**src/rtl/led_breath_pwm.sv**
```systemverilog
// led_breath_pwm
//   LED driver that turns the square-wave request from the blink stage into a
//   linear fade in / fade out. A prescaler paces the brightness ramp, a small
//   FSM walks the brightness level between 0 and full scale, and a free-running
//   PWM counter converts the level into a registered duty-cycled LED drive.
module led_breath_pwm #(
  parameter int PWM_BITS = 8,
  parameter int STEP_DIV = 4096
) (
  input  logic                CLK,
  input  logic                RST,
  input  logic                BLINK_IN,
  input  logic                EN,
  output logic                LED,
  output logic [PWM_BITS-1:0] LEVEL,
  output logic                BUSY
);

  // Prescaler needs at least one bit even when every clock is a step.
  localparam int PRESC_W = (STEP_DIV > 1) ? $clog2(STEP_DIV) : 1;

  localparam logic [PWM_BITS-1:0] LVL_MAX    = {PWM_BITS{1'b1}};
  localparam logic [PWM_BITS-1:0] LVL_ZERO   = {PWM_BITS{1'b0}};
  localparam logic [PWM_BITS-1:0] LVL_ONE    = PWM_BITS'(1);
  localparam logic [PRESC_W-1:0]  PRESC_LAST = PRESC_W'(STEP_DIV - 1);
  localparam logic [PRESC_W-1:0]  PRESC_ONE  = PRESC_W'(1);
  localparam logic [PRESC_W-1:0]  PRESC_ZERO = {PRESC_W{1'b0}};

  typedef enum logic [1:0] {
    ST_OFF  = 2'd0,
    ST_UP   = 2'd1,
    ST_ON   = 2'd2,
    ST_DOWN = 2'd3
  } state_t;

  state_t                state_q,   state_d;
  logic [PWM_BITS-1:0]   level_q,   level_d;
  logic [PRESC_W-1:0]    presc_q,   presc_d;
  logic [PWM_BITS-1:0]   pwm_cnt_q, pwm_cnt_d;
  logic                  req_q;
  logic                  busy_q,    busy_d;
  logic                  led_q,     led_d;
  logic                  tick_s;

  // Single-flop capture of the request level; the FSM only ever looks at req_q.
  always_ff @(posedge CLK) begin
    if (RST) begin
      req_q <= 1'b0;
    end else begin
      req_q <= BLINK_IN;
    end
  end

  // Prescaler next value: count 0..STEP_DIV-1 and wrap; tick marks the last count.
  always_comb begin
    tick_s  = 1'b0;
    presc_d = presc_q;
    if (presc_q == PRESC_LAST) begin
      tick_s  = 1'b1;
      presc_d = PRESC_ZERO;
    end else begin
      tick_s  = 1'b0;
      presc_d = presc_q + PRESC_ONE;
    end
  end

  // Prescaler register.
  always_ff @(posedge CLK) begin
    if (RST) begin
      presc_q <= PRESC_ZERO;
    end else begin
      presc_q <= presc_d;
    end
  end

  // Ramp FSM next state and level; a direction reversal takes priority over a
  // tick so the level holds for that cycle instead of stepping the old way.
  always_comb begin
    state_d = state_q;
    level_d = level_q;
    case (state_q)
      ST_OFF: begin
        level_d = LVL_ZERO;
        if (req_q) begin
          state_d = ST_UP;
        end else begin
          state_d = ST_OFF;
        end
      end
      ST_UP: begin
        if (!req_q) begin
          state_d = ST_DOWN;
        end else if (tick_s) begin
          level_d = level_q + LVL_ONE;
          if (level_d == LVL_MAX) begin
            state_d = ST_ON;
          end else begin
            state_d = ST_UP;
          end
        end else begin
          state_d = ST_UP;
        end
      end
      ST_ON: begin
        level_d = LVL_MAX;
        if (!req_q) begin
          state_d = ST_DOWN;
        end else begin
          state_d = ST_ON;
        end
      end
      ST_DOWN: begin
        if (req_q) begin
          state_d = ST_UP;
        end else if (tick_s) begin
          level_d = level_q - LVL_ONE;
          if (level_d == LVL_ZERO) begin
            state_d = ST_OFF;
          end else begin
            state_d = ST_DOWN;
          end
        end else begin
          state_d = ST_DOWN;
        end
      end
      default: begin
        state_d = ST_OFF;
        level_d = LVL_ZERO;
      end
    endcase
    busy_d = (state_d == ST_UP) || (state_d == ST_DOWN);
  end

  // FSM, level and busy registers; busy is updated on the same edge as the state.
  always_ff @(posedge CLK) begin
    if (RST) begin
      state_q <= ST_OFF;
      level_q <= LVL_ZERO;
      busy_q  <= 1'b0;
    end else begin
      state_q <= state_d;
      level_q <= level_d;
      busy_q  <= busy_d;
    end
  end

  // PWM compare: full scale is forced to 100% duty since the counter never exceeds MAX.
  always_comb begin
    pwm_cnt_d = pwm_cnt_q + LVL_ONE;
    led_d     = EN & ((level_q == LVL_MAX) | (pwm_cnt_q < level_q));
  end

  // PWM counter and registered LED drive.
  always_ff @(posedge CLK) begin
    if (RST) begin
      pwm_cnt_q <= LVL_ZERO;
      led_q     <= 1'b0;
    end else begin
      pwm_cnt_q <= pwm_cnt_d;
      led_q     <= led_d;
    end
  end

  assign LED   = led_q;
  assign LEVEL = level_q;
  assign BUSY  = busy_q;

endmodule

```
**config.mk**
```make
export PLATFORM = sky130hd
export DESIGN_NAME = led_breath_pwm
export DESIGN_NICKNAME = d
export VERILOG_FILES = /design/src/rtl/led_breath_pwm.sv
export SDC_FILE = /design/constraint.sdc
export NUM_CORES = 1
export LEC_CHECK = 0
export BUFFER_PORTS_ARGS = -buffer_cell sky130_fd_sc_hd__buf_2
export CAP_MARGIN = 15
export CORE_MARGIN = 2
export CORE_UTILIZATION = 40
export DETAILED_ROUTE_END_ITERATION = 6
export PLACE_DENSITY = 0.65
export RECOVER_POWER = 50
export SLEW_MARGIN = 20
export SYNTH_ARGS = -nofsm -noshare
export SYNTH_HDL_FRONTEND = slang
export SYNTH_SLANG_ARGS = --single-unit
```
**constraint.sdc**
```tcl
create_clock -name CLK -period 2.8 [get_ports CLK]
set_input_delay 0 -clock CLK [delete_from_list [all_inputs] [get_ports CLK]]
set_output_delay 0 -clock CLK [all_outputs]
set_load 0.01 [all_outputs]
```
; ---- Word-level counts from Yosys, hierarchy flattened
; Cells that the tools add are included.
[totals]
output_inout_bits = 10
in_bits = 4
reg_bits = 33
[classes]
bitwise_logic = 2
n_eq_ne = 12
n_mux = 15
magnitude_cmp = 1
reduce_logical = 5
n_addsub = 4
[ops]
columns = cell, count
row1 = 2-to-1 mux 8 bit, 4
row2 = case mux 8 bit (4 select lines), 1
row3 = "adder 8 x 1 -> 8 bit, second input constant", 2
row4 = "== test 8 bit, second input constant", 2
row5 = "adder 12 x 1 -> 12 bit, second input constant", 1
row6 = "== test 12 bit, second input constant", 1
row7 = 2-to-1 mux 2 bit, 6
row8 = zero test 8 bit, 1
row9 = < comparator 8 bit, 1
row10 = "!= test 2 bit, second input constant", 4
row11 = case mux 2 bit (4 select lines), 1
row12 = "subtractor 8 x 1 -> 8 bit, second input constant", 1
row13 = "== test 2 bit, second input constant", 3
row14 = "== test 2 x 1 -> 1 bit, second input constant", 2
row15 = AND reduction 4 bit, 1
row16 = 2-to-1 mux 1 bit, 3
row17 = zero test 2 bit, 1
row18 = OR reduction 2 bit, 1
row19 = AND 1 bit, 1
row20 = logical OR 1 bit, 1
row21 = OR 1 bit, 1

; ---- Longest topological paths before layout
[logic_depth]
word_depth = 8
ltp_mapped = 9
depth_no_buf = 8

; ---- Worst setup path before layout
; Ideal clock, no wire load.
[synth_path]
path_type = register to register
start = register level_q[0] (netlist: LEVEL[0])
end = register level_q[6] (netlist: LEVEL[6])
t_arrival_ns = 1.806
t_required_ns = 2.666
setup_slack_ns = 0.860
stages_incl_launch_ff = 9
n_path_buf = 1
synth_period_minus_slack_ns = 1.940
path_cell_list = dfxtp_1 > buf_2 > inv_1 > ha_1 > or3b_1 > nor3_1 > mux2i_1 > a211oi_1 > a211oi_1
[synth_via]
elab_chain_cells = 4
elab_cells_between_ends = 7
[synth_lines]
columns = item, line
row1 = from (decl), 37  ; logic [PWM_BITS-1:0] level_q, level_d;
row2 = from (signal assigned), 142  ; level_q <= level_d;
row3 = subtractor 8 x 1 -> 8 bit or adder 8 x 1 -> 8 bit (tied branches), "116, 94"
row4 = 2-to-1 mux 8 bit (on tied branches), "115, 93"
row5 = 2-to-1 mux 8 bit (on tied branches), "113, 91"
row6 = case mux 8 bit (4 select lines) *, 81  ; case (state_q)
; Mark *: on every way between the ends. The rest lies on a longest branch, timed or not. The select of a mux whose other input is x is not followed.
; A chain may end at the register's enable or synchronous reset.

; ---- Final worst setup path
; Ends and elaborated chain as after synthesis.

==> metrics.md <==
| Metric | Value |
|---|---|
| Maxcap violations | 0 |
| Vias per Instance | between 5 and 6 |
| CP max stage delay | around 0.45 ns |
| Clock Sinks | 33 |
| Die Area | between 5000 and 6000 µm² |
| Ordered cell list for the critical path | inv_1, ha_1, or3b_1, nor3_1, a21oi_1, nor2_1, a211oi_1, a211oi_1 |
| Initial drt markers | approximately 120 |
| P_leak | 0.801 nW |
| Crit Path Max Fanout | 14 |
| DR pass1 iterations | 4 |
| Layout Nets | ~290 |
| Register area | approximately 660 µm² |
| Number of antenna violations at the first check in global routing | 0 |
| Global route overflow | 0 |
| Fmax | between 0.4 and 0.5 GHz |
| Share of the yosys chip area belonging to registers | a little under a third |
| Worst vdd ir | 0.306 mV |
| Avg WL per Cell | around 12 µm |
| Setup ws final | 0.719 ns |
| Most common cell after layout, fill and taps aside | nor2_1 |
| # setup viols final | 0 |
| Final period util | between 70 and 80% |
| Crit Path Class | reg2reg |
| CTS tree | done |
| H-tree depth | 2 |
| GRT Util Overall | between 10% and 20% |
| Grt met2 use | between 20% and 30% |
| IO Port Bufs | 13 |
| Post-cts sizing count | 0 |
| Clock-pin slew on the worst setup and hold paths | ~0.08 ns |
| Met3 Resource Use GR | roughly 2.8% |
| Cts hold-fix bufs | 1 |
| Root Buffer | clkbuf_8 |
| Vias in the first global route | 1,640 |
| Dpl hpwl | between 2000 and 3000 µm |
| Largest net degree at the start of global routing | 27 |
| Sequential fraction of design power | 47.1% |
| CP required | about 3.0 ns |
| Fillers | 530 |
| RSZ-0062 raised after global routing | false |
| Outcome | complete, no violations |
| Clock period minus worst slack | ~2.1 ns |
| First-pass GRT wire length | between 7000 and 8000 µm |
| Switching Share | 31.6% |
| Worst slack, placed | around 0.75 ns |
| Slew @ Worst Pin | slightly below 0.7 ns |
| Clk pwr share | between 30% and 40% |
| Worst relative slew slack | 54.0% |
| I/O Pins | 14 |
| Post-DRT Antenna Nets | 0 |
| CP arrival | ~2.3 ns |
| Chip Width | around 76 µm |
| GRT busiest layer | met2 |
| PD cells | approximately 520 nW/µm² |
| Post-CTS Setup Bufs | 0 |
| Setup tns final | 0 ns |
| Hold crit path type | in2reg |
| Floorplan row count | 26 |
| Fraction of layout cells with a size suffix above 1 | under 10% |
| Comb pwr share | around a fifth |
| Setup crit end kind | flop |
| Mean Syn Cell Area | about 7.9 µm² |
| Internal Power | slightly below 800 µW |
| Startpoint Class | flop |
| Die height | 76.0 µm |
| Remaining DRCs | 0 |
| Final hold violations | 0 |
| #FFs+latches synth | 33 |
| Top FF cell, synth | dfxtp_1 |
| Worst clock skew | between 0.01 and 0.015 ns |
| Routed WL | approximately 4100 µm |
| Commonest non-fill, non-tap cells in the layout | nor2_1 (36), dfxtp_1 (33), nand2_1 (22), nand3_1 (16), o21ai_0 (16) |
| Most common cell on crit path | a211oi_1 |
| Synthesis-to-finish area growth | 6.82% |
| Slowest CP cell | dfxtp_1 |
| Initial core utilization | 41.1% |
| Final Max Slew Viols | 0 |
| Met1 global-route usage | 19.9% |
| Syn nets | between 200 and 300 |
| Yosys top cell by area | dfxtp_1 |
| EDFF count, synth | 0 |
| Synth cell types | between 40 and 50 |
| Syn Inst Count | around 260 |
| Main area contributors after synthesis | dfxtp_1 (32%), ha_1 (7.8%), nor2_1 (6.5%) |
| TritonCTS Buffers | 5 |
| Net Sw Power | between 300 and 400 µW |
| Clock Latency Late Sink | around 0.29 ns |
| Number of diodes | 0 |
| Longest Clk Path Bufs | 2 |
| Synthesized area | roughly 2100 µm² |
| Placer congestion estimate | ~0.81 |
| Multi-input gate area | approximately 1300 µm² |
| Synth Warn # | 0 |
| Final Core Density | a little over two fifths |
| Post-synth ARST share | 0% |
| Vias | 1,711 |
| Placeable Area | 5040 µm² |
| Synth top area share | roughly a third |
==> cell usage after synthesis (2+ instances only) <==
cell,instances
o31ai_1,3
buf_6,6
nor3_1,6
o21ai_0,16
nor4_1,2
nand3_1,16
inv_1,11
nand2_1,22
buf_2,3
nand4_1,6
buf_4,2
xor2_1,10
dfxtp_1,33
mux2i_1,2
o21a_1,2
a21oi_1,15
or2_2,2
a21o_1,2
clkbuf_1,4
a211oi_1,4
nor2b_1,6
nor2_1,36
a31oi_1,3
and3_1,5
xnor2_1,12
ha_1,13
==> through the flow <==
step           hold slack [ns]  instances  cell area [µm²]  power (mW)
2_1_floorplan            0.128        261             2070       0.738
3_3_place_gp             0.214        330             2120       0.779
3_5_place_dp             0.222        330             2120       0.780
4_1_cts                  0.154        339             2230        1.17
5_1_grt                  0.192        339             2220        1.23
6_report                 0.160        339             2220        1.15
==> critical path, delay by kind of cell, from the launching register on <==
| kind | cells | cell delay (ns) |
|---|---|---|
| AOI/OAI and AO/OA | 3 | 0.38 |
| DFF | 1 | 0.45 |
| and+or+nand+nor | 3 | 0.73 |
| buffers and inverters | 1 | 0.18 |
| adders and majority gates | 1 | 0.25 |
==> area by class of cell <==
class                      count  area share (%)
multi-input combinational    201            56.5
clock buffer                   6            3.73
tap                           70            3.95
timing repair buffer          16            3.50
sequential                    33            29.8
inverter                      11            1.86
clock inverter                 2           0.621
==> logic make-up (layout without fill, tap and decap cells) <==
kind of cell               Yosys count  count (layout)  synth area share [%]
AOI/OAI and AO/OA                   55              55                  17.1
and+or+nand+nor                    109             109                  25.2
DFF                                 33              33                  31.8
buffers and inverters               27              35                  7.78
adders and majority gates           13              13                  7.84
xor gates and xnor gates            22              22                  9.29
muxes                                2               2                 0.965
==> per-layer routing <==
layer / wire length (µm) / share of wire, %
met5: 0 / 0
met4: 52 / 1.3
met3: 118 / 2.9
met2: 1920 / 46
met1: 2030 / 49
==> sequential cells by signal, indices dropped and copies added (netlist names) <==
signal,flops
req_q,1
LEVEL,8
LED,1
pwm_cnt_q,8
state_q,2
presc_q,12
BUSY,1
==> path summary, 6_finish.rpt <==
path,from,endpoint,slack [ns],cells past startpoint
worst min register to register,presc_q[0]$_SDFF_PP0_,presc_q[0]$_SDFF_PP0_,0.47,1
worst max register to register,LEVEL[0]$_SDFFE_PP0P_,LEVEL[6]$_SDFFE_PP0P_,0.72,8
worst max-delay path,LEVEL[0]$_SDFFE_PP0P_,LEVEL[6]$_SDFFE_PP0P_,0.72,8
worst min-delay path,RST,presc_q[8]$_SDFF_PP0_,0.16,2
==> power groups by stage <==
| stage | logic, mW | clock network [mW] | registers, mW |
|---|---|---|---|
| detailed placement | 0.226 | 0 | 0.554 |
| floorplan | 0.202 | 0 | 0.536 |
| CTS | 0.229 | 0.402 | 0.542 |
| global route | 0.256 | 0.425 | 0.550 |
| finish | 0.224 | 0.385 | 0.543 |
| global placement | 0.226 | 0 | 0.552 |
Power figures use the tool's default switching activity.
